`src/rtl/enc_pkg.sv`:
```
// Shared definitions for the irq_encoder8x3 event encoder.
//   WIDTH   : number of request lines (fixed at 8)
//   CODE_W  : width of a request index
//   code_t  : request index type
//   onehot  : index -> one-hot request mask
package enc_pkg;

    localparam int unsigned WIDTH  = 8;
    localparam int unsigned CODE_W = 3;

    typedef logic [CODE_W-1:0] code_t;

    function automatic logic [WIDTH-1:0] onehot(input code_t c);
        logic [WIDTH-1:0] m;
        m    = '0;
        m[c] = 1'b1;
        return m;
    endfunction

endpackage

```
`src/rtl/irq_encoder8x3_prio_pick.sv`:
```
// Combinational wrap-around priority picker.
// Searches vec downward starting at start (start, start-1, ... wrapping
// modulo 8) and returns the first set index.
//   vec   : in,  candidate bit vector
//   start : in,  first index examined
//   idx   : out, first set index found (0 when none)
//   any   : out, at least one bit of vec is set
module prio_pick
    import enc_pkg::*;
(
    input  logic [WIDTH-1:0] vec,
    input  code_t            start,
    output code_t            idx,
    output logic             any
);

    code_t w_pos;
    logic  w_found;

    always_comb begin
        idx     = '0;
        w_found = 1'b0;
        w_pos   = '0;
        for (int unsigned k = 0; k < WIDTH; k++) begin
            w_pos = start - code_t'(k);
            if (!w_found && vec[w_pos]) begin
                idx     = w_pos;
                w_found = 1'b1;
            end
        end
        any = w_found;
    end

endmodule

```
`src/rtl/irq_encoder8x3.sv`:
```
// Sequential 8-to-3 event encoder.
// Captures rising edges of req into a pending register, picks one pending
// line (fixed priority, 7 highest, or round-robin) and presents its index
// on a registered valid/ready output stage.
//   clk      : in,  clock
//   rst_n    : in,  asynchronous active-low reset
//   enable   : in,  gates edge capture and output loading
//   req      : in,  level request lines (events are rising edges)
//   code     : out, index of the granted request
//   valid    : out, code holds an unconsumed grant
//   ready    : in,  consumer accepts code when valid && ready
//   pending  : out, captured events not yet granted
//   overflow : out, one-cycle pulse when an event is lost
module irq_encoder8x3
    import enc_pkg::*;
#(
    parameter int unsigned RR     = 0,
    parameter int unsigned WIDTH  = 8,
    parameter int unsigned CODE_W = 3
) (
    input  logic              clk,
    input  logic              rst_n,
    input  logic              enable,
    input  logic [WIDTH-1:0]  req,
    output logic [CODE_W-1:0] code,
    output logic              valid,
    input  logic              ready,
    output logic [WIDTH-1:0]  pending,
    output logic              overflow
);

    if (WIDTH != 8 || CODE_W != 3) begin : g_bad_size
        $error("irq_encoder8x3 supports only WIDTH=8, CODE_W=3");
    end

    logic [WIDTH-1:0] r_req_q;
    logic [WIDTH-1:0] r_pending;
    code_t            r_code;
    logic             r_valid;
    code_t            r_last;
    logic             r_overflow;

    logic [WIDTH-1:0] w_rise;
    logic [WIDTH-1:0] w_load_mask;
    code_t            w_start;
    code_t            w_idx;
    logic             w_any;
    logic             w_free;
    logic             w_load;

    assign w_rise  = req & ~r_req_q & {WIDTH{enable}};
    assign w_start = (RR != 0) ? (r_last - code_t'(1)) : code_t'(WIDTH - 1);

    prio_pick u_pick (
        .vec   (r_pending),
        .start (w_start),
        .idx   (w_idx),
        .any   (w_any)
    );

    assign w_free      = ~r_valid | ready;
    assign w_load      = w_free & enable & w_any;
    assign w_load_mask = w_load ? onehot(w_idx) : '0;

    always_ff @(posedge clk or negedge rst_n) begin
        if (!rst_n) begin
            r_req_q    <= '0;
            r_pending  <= '0;
            r_code     <= '0;
            r_valid    <= 1'b0;
            r_last     <= '0;
            r_overflow <= 1'b0;
        end else begin
            r_req_q    <= req;
            // A rise on the bit being loaded re-arms it; not an overflow.
            r_pending  <= (r_pending & ~w_load_mask) | w_rise;
            r_overflow <= |(w_rise & r_pending & ~w_load_mask);
            if (w_load) begin
                r_code  <= w_idx;
                r_valid <= 1'b1;
                r_last  <= w_idx;
            end else if (r_valid && ready) begin
                r_valid <= 1'b0;
            end
        end
    end

    assign code     = r_code;
    assign valid    = r_valid;
    assign pending  = r_pending;
    assign overflow = r_overflow;

endmodule

```
`config.mk`:
```
export PLATFORM = sky130hd
export DESIGN_NAME = irq_encoder8x3
export DESIGN_NICKNAME = d
export VERILOG_FILES = /design/src/rtl/enc_pkg.sv /design/src/rtl/irq_encoder8x3_prio_pick.sv /design/src/rtl/irq_encoder8x3.sv
export SDC_FILE = /design/constraint.sdc
export NUM_CORES = 1
export LEC_CHECK = 0
export BUFFER_PORTS_ARGS = -buffer_cell sky130_fd_sc_hd__buf_2
export CAP_MARGIN = 0
export CORE_ASPECT_RATIO = 0.8
export CORE_MARGIN = 1.5
export CORE_UTILIZATION = 58
export CTS_BUF_LIST = sky130_fd_sc_hd__clkbuf_4 sky130_fd_sc_hd__clkbuf_8 sky130_fd_sc_hd__clkbuf_16
export CTS_CLUSTER_DIAMETER = 120
export DETAILED_ROUTE_END_ITERATION = 8
export PLACE_DENSITY = 0.86
export SLEW_MARGIN = 20
export SYNTH_ARGS = -nofsm -noshare
export SYNTH_HDL_FRONTEND = slang
export SYNTH_HIERARCHICAL = 1
export SYNTH_SLANG_ARGS = --single-unit
```
`constraint.sdc`:
```
create_clock -name clk -period 3.8 [get_ports clk]
set_input_delay 0.76 -clock clk [delete_from_list [all_inputs] [get_ports clk]]
set_output_delay 0.76 -clock clk [all_outputs]
set_load 0.05 [all_outputs]
```
# Word level (Yosys, flattened, before mapping)
# Index checks and enable logic that the tools add are counted.
totals:
  input_bits: 12
  output_inout_bits: 13
  wordCells: 58
  register_bits: 21
classes:
  bitwise: 12
  n_mux: 21
  order_cmp: 2
  reduce_logical: 18
ops:
  columns: ["cell", "count"]
  rows:
  - ["8-bit bitwise AND", 5]
  - ["3-bit 2-to-1 mux", 8]
  - ["8-bit inverter", 2]
  - ["1-bit 2-to-1 mux", 11]
  - ["1-bit logical AND", 9]
  - ["8-bit 2-to-1 mux", 1]
  - ["8-bit OR", 1]
  - ["8-bit OR reduction", 1]
  - ["1-bit logical NOT", 7]
  - ["3-bit by 4-bit less-than comparator with 1-bit output, second input constant", 1]
  - ["1-bit demux with 3-bit select", 1]
  - ["3-bit by 1-bit >= comparator with 1-bit output, second input constant", 1]
  - ["1-bit bitwise AND", 2]
  - ["2-bit nonzero test", 1]
  - ["1-bit inverter", 1]
  - ["1-bit OR", 1]

# Depth between registers and ports, before layout
# Gate-level depths: netlist of the first run.
logic_depth:
  word_depth: 30
  depth_mapped: 15
  ltp_nobuf: 12

# Cells and area by module
# Netlist of the first run, hierarchy kept.
modules_own_cells:
  columns: ["mod", "n_inst", "seq_area_each_um2", "cells_per_inst", "area_per_inst_um2"]
  rows:
  - ["prio_pick", 1, 0.0, 113, 1049.8]
  - ["irq_encoder8x3", 1, 525.5, 86, 934.6]

# Worst setup path after synthesis of the first run
# Ideal clock, no wire load.
synth_path:
  path_kind: "flip-flop to flip-flop"
  from: "register r_pending[4] (netlist: pending[4])"
  to: "register r_overflow (netlist: overflow)"
  synth_period_minus_slack_ps: 3228
  setup_time_ps: 138
  t_arrival_ps: 3090
  setup_slack_ps: 572
  path_stages_with_launch: 11
  required_time_ps: 3662
  n_path_buf: 0
  path_cell_list: "dfrtp_1 > mux2_1 > mux4_1 > o22a_1 > nor4_2 > nand2_1 > a22oi_1 > inv_1 > and2_1 > a221oi_1 > nand4_1"
synth_via:
  elab_chain_len: 22
  word_cells_on_any_way: 30
  classes_between: "order compare: 2; mux: 13; bitwise: 4; reduce/logical: 11"
synth_rtl:
  columns: ["element", "line", "rtl"]
  rows:
  - ["start: declaration", "irq_encoder8x3.sv:37", "logic [WIDTH-1:0] r_pending;"]
  - ["start signal: assignment", "irq_encoder8x3.sv:76", "r_pending <= (r_pending & ~w_load_mask) | w_rise;"]
  - ["1-bit logical AND (*)", "irq_encoder8x3_prio_pick.sv:26", "if (!w_found && vec[w_pos]) begin"]
  - ["1-bit 2-to-1 mux", "irq_encoder8x3_prio_pick.sv:26", null]
  - ["1-bit logical NOT", "irq_encoder8x3_prio_pick.sv:26", null]
  - ["1-bit logical AND", "irq_encoder8x3_prio_pick.sv:26", null]
  - ["1-bit 2-to-1 mux", "irq_encoder8x3_prio_pick.sv:26", null]
  - ["1-bit logical NOT", "irq_encoder8x3_prio_pick.sv:26", null]
  - ["1-bit logical AND", "irq_encoder8x3_prio_pick.sv:26", null]
  - ["1-bit 2-to-1 mux", "irq_encoder8x3_prio_pick.sv:26", null]
  - ["(+6 left out)", null, null]
  - ["net w_idx[2]", "irq_encoder8x3.sv:46", "code_t w_idx;"]
  - ["3-bit by 4-bit less-than comparator with 1-bit output (not written as such) or 3-bit by 1-bit >= comparator with 1-bit output (tied branches)", "enc_pkg.sv:16", "m[c] = 1'b1;"]
  - ["1-bit logical AND (not written as such)", "enc_pkg.sv:16", null]
  - ["1-bit 2-to-1 mux (not written as such)", "enc_pkg.sv:16", null]
  - ["1-bit demux with 3-bit select (*)", "enc_pkg.sv:16", null]
  - ["8-bit 2-to-1 mux (*)", "irq_encoder8x3.sv:63", "assign w_load_mask = w_load ? onehot(w_idx) : '0;"]
  - ["8-bit inverter (*)", "irq_encoder8x3.sv:77", "r_overflow <= |(w_rise & r_pending & ~w_load_mask);"]
  - ["8-bit bitwise AND (*)", "irq_encoder8x3.sv:77", null]
  - ["8-bit OR reduction (*)", "irq_encoder8x3.sv:77", null]
  - ["end signal: assignment", "irq_encoder8x3.sv:77", null]
  - ["end: declaration", "irq_encoder8x3.sv:41", "logic r_overflow;"]
# Mark *: on every way through the listed nets, which the timed path passes. The rest lies on a longest branch.
# A chain may end at the register's enable or synchronous reset.

# Worst setup path in the final report of the first run
layout_path:
  from: "register r_pending[3] (netlist: pending[3])"
  to: "register r_overflow (netlist: overflow)"
layout_via:
  elab_chain_len: 19
  word_cells_on_any_way: 26
  classes_between: "order compare: 2; mux: 11; bitwise: 4; reduce/logical: 9"
layout_rtl:
  columns: ["element", "line"]
  rows:
  - ["1-bit logical AND (*)", "irq_encoder8x3_prio_pick.sv:26"]
  - ["1-bit 2-to-1 mux", "irq_encoder8x3_prio_pick.sv:26"]
  - ["1-bit logical NOT", "irq_encoder8x3_prio_pick.sv:26"]
  - ["1-bit logical AND", "irq_encoder8x3_prio_pick.sv:26"]
  - ["1-bit 2-to-1 mux", "irq_encoder8x3_prio_pick.sv:26"]
  - ["1-bit logical NOT", "irq_encoder8x3_prio_pick.sv:26"]
  - ["1-bit logical AND", "irq_encoder8x3_prio_pick.sv:26"]
  - ["1-bit 2-to-1 mux", "irq_encoder8x3_prio_pick.sv:26"]
  - ["(+3 left out)", null]
  - ["net w_idx[0]", "irq_encoder8x3.sv:46"]
  - ["3-bit by 4-bit less-than comparator with 1-bit output (not written as such) or 3-bit by 1-bit >= comparator with 1-bit output (tied branches)", "enc_pkg.sv:16"]
  - ["1-bit logical AND (not written as such)", "enc_pkg.sv:16"]
  - ["1-bit 2-to-1 mux (not written as such)", "enc_pkg.sv:16"]
  - ["1-bit demux with 3-bit select (*)", "enc_pkg.sv:16"]
  - ["8-bit 2-to-1 mux (*)", "irq_encoder8x3.sv:63"]
  - ["8-bit inverter (*)", "irq_encoder8x3.sv:77"]
  - ["8-bit bitwise AND (*)", "irq_encoder8x3.sv:77"]
  - ["8-bit OR reduction (*)", "irq_encoder8x3.sv:77"]
# Marks and branches as above.

==> summary.txt, run 1 <==
Outcome: complete, no violations
Die W: 68.4 um
Clock buffer depth: 2
PwrDens: 691 nW/um^2
CTS resizes: 0
First-pass GRT wire length: 8090 um
CTS tree: done
CP max stage delay: 0.53 ns
Post-detail-place hpwl: 3710 um
Ys async rst share: 100%
Final standard cell area without fillers: 2200 um^2
Initial antenna violation count: 0
Total GRT Usage: 28.4%
CP max FO: 11
Cell with the most instances on the worst path: nor3b_1
First-pass DRT Iterations: 4
Number of port buffers: 24
Critical path data required time: 3.93 ns
Core area: 3180 um^2
Startpoint types: register
Initial cell density of the core: 62.5%
Largest net degree at the start of global routing: 22
Final setup viols: 0
Vias in the first global route: 1591
Synth warn: 6
Maxcap violations: 0
Hold WC Path Type: in2async
Leak: 0.938 nW
Share of layout cells above drive strength 1: 22.8%
CTS Root Cell: clkbuf_8
CP Data Arrival Time: 3.31 ns
Final wirelength: 4910 um
Fin crit period: 3.18 ns
Placed Area: 2160 um^2
Prevailing post-synth register cell: dfrtp_1
Die height: 55.3 um
Grt ovf: 0
Cells after Synth: 199
Area growth syn-to-layout: 11.0%
Reg clk slew, reported paths: 0.07 ns
RSZ-0062 raised after global routing: no
Seq/Total Area, Yosys: 26.5%
Die footprint: 3780 um^2
Final clock period utilization by the worst path: 83.7%
Num CTS Buffers: 3
Min Hold Slack: 0.439 ns
H-tree levels: 1
Diode count: 0
Unique masters post-synth: 56
Cts hold-fix bufs: 0
Peak VDD IR: 0.463 mV
Gpl congestion: 1.02
Boundary Pins: 25
Drc violations: 0
Worst slew pin tran: 0.499 ns
Final hold vios: 0
Clock Sinks: 21
Normalized max-slew margin: 65.8%
Worst-Skew Late Latency: 0.26 ns
DR vias: 1829
Max Slew Vio Count: 0
Post-synth EDFFs: 0
FF+latch count, synth: 21
Wire per inst: 18.1 um
Achievable Freq: 314 MHz
Mapped cell area: 1980 um^2
Kind of critical path: reg2reg
Drt initial violations: 198
CP Capture Type: register
Final #Nets: 247
Layout Skew: 0.00460 ns
Site row count: 18
Post-Route Setup TNS: 0 ns
Critical path, cell by cell: mux4_2 -> nand2b_1 -> o22a_1 -> nor4_2 -> nor3b_1 -> or2_1 -> nor3b_1 -> a31oi_1 -> a221oi_1 -> nand4_1
Number of nets still failing antenna checks after routing: 0
Avg Inst Size Synth: 9.97 um^2
Crit-path slowest cell: mux4_2
Post-CTS setup buffers: 0
Via density: 6.72
[area by class of cell]
type	count	area [um^2]
Timing Repair Buffer	28	150
Inverter	9	33.8
Multi-Input combinational cell	170	1400
Fill cell	252	972
Sequential cell	21	526
Clock buffer	3	41.3
Tap cell	40	50.0
Clock inverter	1	5.00
[cells in the final DEF (no fill, tap or decap), drive strengths merged, types with 4 or more instances in the layout]
cell type	instances
buf	28
nand2	21
dfrtp	21
o21ai	16
mux2i	15
mux4	15
conb	11
inv	9
mux2	8
nand4b	6
nor2	6
nand3	6
and2	4
nand3b	4
a31oi	4
a22oi	4
a21oi	4
[synth_stat cells, drive strengths merged, types with 3 or more instances]
master	count	area, um^2
dfrtp	21	526
nand2	21	78.8
o21ai	16	80.1
mux2i	15	150
mux4	15	345
inv	9	33.8
mux2	8	93.8
buf	6	53.8
nand3	6	30.0
nand4b	6	52.6
nor2	6	22.5
a21oi	4	20.0
a22oi	4	30.0
a31oi	4	25.0
and2	4	25.0
nand3b	4	30.0
and4b	3	33.8
clkbuf	3	11.3
nor3	3	15.0
nor3b	3	22.5
o31ai	3	22.5
or2	3	18.8
[where the power goes]
group / total (mW) / internal (mW) / switching (mW)
combinational: 0.998 / 0.373 / 0.626
clock: 0.143 / 0.0730 / 0.0697
sequential: 0.382 / 0.284 / 0.0975
total: 1.52 / 0.730 / 0.793
[cell families (layout without fill, tap and decap cells)]
kind of cell / count (synthesis) / after routing / share of synthesized area [%]
mux: 38 / 38 / 29.7
fa+ha+maj: 2 / 2 / 1.26
compound gates: 45 / 45 / 14.9
other cells: 1 / 11 / 0.189
xor+xnor: 3 / 3 / 1.32
simple gates: 71 / 71 / 21.1
flops: 21 / 21 / 26.5
buf+inv: 18 / 41 / 4.98
[critical path: cells and delay by family, from the launching register on]
kind,cells,cell delay [ns]
AND/OR/NAND/NOR,6,1.32
AO/OA/AOI/OAI,3,0.71
flip-flops,1,0.49
multiplexers,1,0.53
[stage by stage]
step | instances | worst slack (ns) | utilization (%) | power (mW)
global placement | 268 | 0.792 | 67.9 | 1.33
detailed placement | 268 | 0.702 | 67.9 | 1.35
finish | 272 | 0.619 | 69.4 | 1.52
CTS | 272 | 0.671 | 69.4 | 1.50
global route | 272 | 0.377 | 69.4 | 1.62
floorplan | 209 | 0.572 | - | 1.10
[worst paths after layout]
kind | depth (start not counted) | from | to | slack (ns)
worst min-delay path | 1 | rst_n | r_req_q[7] | 0.44
max in group asynchronous | 1 | rst_n | r_req_q[0] | 3.04
worst max-delay path | 10 | pending[3] | overflow | 0.62
worst min register to register | 1 | r_req_q[0] | pending[0] | 0.47
min in group clk | 1 | r_req_q[0] | pending[0] | 0.47
worst max register to register | 10 | pending[3] | overflow | 0.62
[state kept, by name (all words and copies together), names as in the netlist]
signal,cells
r_req_q,8
pending,8
code,3
valid,1
overflow,1
[per-layer routing]
layer	GRT usage, %	up-vias	share of wire, %
li1	-	834	-
met1	45.9	890	46
met2	36.5	101	43
met3	10.6	4	10
met4	4.29	0	0.53
met5	0	-	0
No activity file was read; power rests on OpenSTA's default activity.
==> inputs of run 2 (changes only) <==
- CORE_UTILIZATION: 58 -> 53
- PLACE_DENSITY: 0.86 -> 0.83
- clock period: 3.8 -> 2.5 ns (I/O delays scaled with it)
==> run 2 against run 1 <==
  * Largest power group unchanged
  * Wire length up 34%
  * Clock power grew 65%
  * The run now ends with negative setup slack left
  * Combinational power increased by 130%
  * Highest routed layer unchanged
  * Cell area increased by 22%
  * Clock-buffer cell count increased by 1
==> summary.txt, run 2 (synthesis gave the netlist of run 1 again) <==
Outcome: finished, violations left
Failing checks: negative setup slack
Kind of critical path: reg2reg
Critical path data required time: 2.63 ns (-1.30 ns)
Final clock period utilization by the worst path: 123% (+40 points)
Core area: 3490 um^2 (+10%)
PwrDens: 1130 nW/um^2 (+64%)
Wire per inst: 20.7 um (+15%)
Final wirelength: 6580 um (+34%)
CTS Root Cell: clkbuf_8
Num CTS Buffers: 3 (unchanged)
CP Data Arrival Time: 3.21 ns (-0.10 ns)
Grt ovf: 0 (unchanged)
Die footprint: 4120 um^2 (+9.0%)
Crit-path slowest cell: mux4_2
Initial antenna violation count: 0 (unchanged)
Die height: 57.7 um (+4.4%)
CP max stage delay: 0.47 ns (-0.06 ns)
Critical R2R Launch: pending[4]
Maxcap violations: 0 (unchanged)
Most frequent cells in the layout: buf_4 (42), buf_2 (24), nand2_1 (18)
Reg clk slew, reported paths: 0.08 ns (about the same)
Hold WC Path Type: in2async
Number of port buffers: 24 (unchanged)
First-pass GRT wire length: 10000 um (+24%)
Number of nets still failing antenna checks after routing: 0 (unchanged)
Die W: 71.4 um (+4.4%)
Placed Area: 2460 um^2 (+14%)
Leak: 1.19 nW (+27%)
Min Hold Slack: 0.181 ns (-0.258 ns)
Total GRT Usage: 31.9% (+3.5 points)
Drc violations: 0 (unchanged)
Max Slew Vio Count: 0 (unchanged)
First-pass DRT Iterations: 5 (+1)
Vias in the first global route: 1998 (+26%)
Diode count: 0 (unchanged)
Area growth syn-to-layout: 34.9%
Largest net degree at the start of global routing: 22 (unchanged)
Drt initial violations: 322 (+63%)
Setup slack, reg-to-reg: -0.58 ns (-1.20 ns)
Critical R2R Capture: overflow
Post-place setup slack: -0.433 ns (-1.14 ns)
DP Cell Count: 305 (+14%)
Peak VDD IR: 0.770 mV (+66%)
Clock Sinks: 21 (unchanged)
Final Instance Count excl. Fillers: 317 (+17%)
Reg2Reg Depth: 10 (unchanged)
Final hold vios: 0 (unchanged)
Via density: 6.78 (+0.77%)
Share of layout cells above drive strength 1: 45.1% (+22 points)
Final setup viols: 12 (+12)
DR vias: 2148 (+17%)
CTS tree: done
Worst path bufs/invs: 0 (unchanged)
Gpl congestion: 0.957 (-5.9%)
Worst setup margin: -0.583 ns (-1.20 ns)
Initial cell density of the core: 56.8% (-5.7 points)
Boundary Pins: 25 (unchanged)
Final #Nets: 290 (+17%)
Clock buffer depth: 2 (unchanged)
Critical path's top delay family: simple AND/OR/NAND/NOR gates
GR Layer Usage met1: 43.8% (-2.1 points)
RSZ-0062 raised after global routing: yes
Startpoint types: register
Critical path, cell by cell: mux2_4 -> mux4_2 -> o22a_1 -> nor4_4 -> nor3b_2 -> or2_1 -> nor3b_2 -> a31oi_1 -> a221oi_2 -> nand4_1
Fin crit period: 3.08 ns (-0.0978 ns)
Met3 Use GR: 7.83% (-2.8 points)
CP Capture Type: register
Achievable Freq: 324 MHz (+3.2%)
Most common cell after layout, fill and taps aside: buf_4
Worst-Skew Late Latency: 0.26 ns (about the same)
Layer with the highest usage: met2
Final standard cell area without fillers: 2680 um^2 (+22%)
Cts hold-fix bufs: 0 (unchanged)
Met2 Use GR: 50.9% (+14 points)
CP max FO: 4 (-7)
Layout Skew: 0.00222 ns (-0.00238 ns)
Cell with the most instances on the worst path: nor3b_2
Site row count: 19 (+1)
H-tree levels: 1 (unchanged)
Post-detail-place hpwl: 4260 um (+15%)
-- run 2: what timing repair did --
item,CTS,global route
endpoints found under the setup margin,12,12
resized for setup,18,11
pin swaps,11,11
setup buffers,5,4
cloned,0,0
-- run 2: final cells by class --
class	count	area (um^2)
timing repair buffer	71	492
sequential	21	533
fill	217	817
multi-input combinational	170	1520
inverter	9	33.8
tap	42	52.6
clock buffer	4	48.8
-- run 2: worst max path at each step --
stage,start,to,slack [ns],depth (start not counted)
detailed placement,pending[4],overflow,-0.43,10
CTS,pending[4],overflow,-0.34,10
finish,pending[4],overflow,-0.58,10
global route,pending[4],overflow,-0.63,10
floorplan,pending[4],overflow,-0.38,10
global placement,pending[4],overflow,-0.37,10
-- run 2: per-layer routing --
| layer | share of wire (%) | wire length, um | vias to the layer above |
|---|---|---|---|
| li1 | - | - | 925 |
| met1 | 40 | 2600 | 1040 |
| met2 | 46 | 3030 | 163 |
| met3 | 12 | 783 | 20 |
| met4 | 2.4 | 160 | 0 |
| met5 | 0 | 0 | - |
-- run 2: where the power goes --
group          leakage (nW)  switching, mW  internal [mW]  total [mW]
logic                 0.935           1.34          0.961        2.30
clock network        0.0262          0.112          0.125       0.236
registers             0.227         0.0562          0.441       0.497
-- run 2: worst reg2reg max path, delay by kind of cell (launching register included) --
family / cells / cell delay [ns]
mux: 2 / 0.77
simple gates: 5 / 0.96
compound gates: 3 / 0.81
flops: 1 / 0.41
-- run 2: metrics by stage --
stage | utilization [%] | TNS, ns | power, mW
after CTS | 74.6 | -2.09 | 2.81
after global placement | 70.3 | -1.92 | 2.39
after global routing | 76.6 | -4.47 | 3.14
after detailed placement | 70.3 | -2.87 | 2.43
final | 76.6 | -4.04 | 3.03
after floorplan | - | -1.98 | 1.72
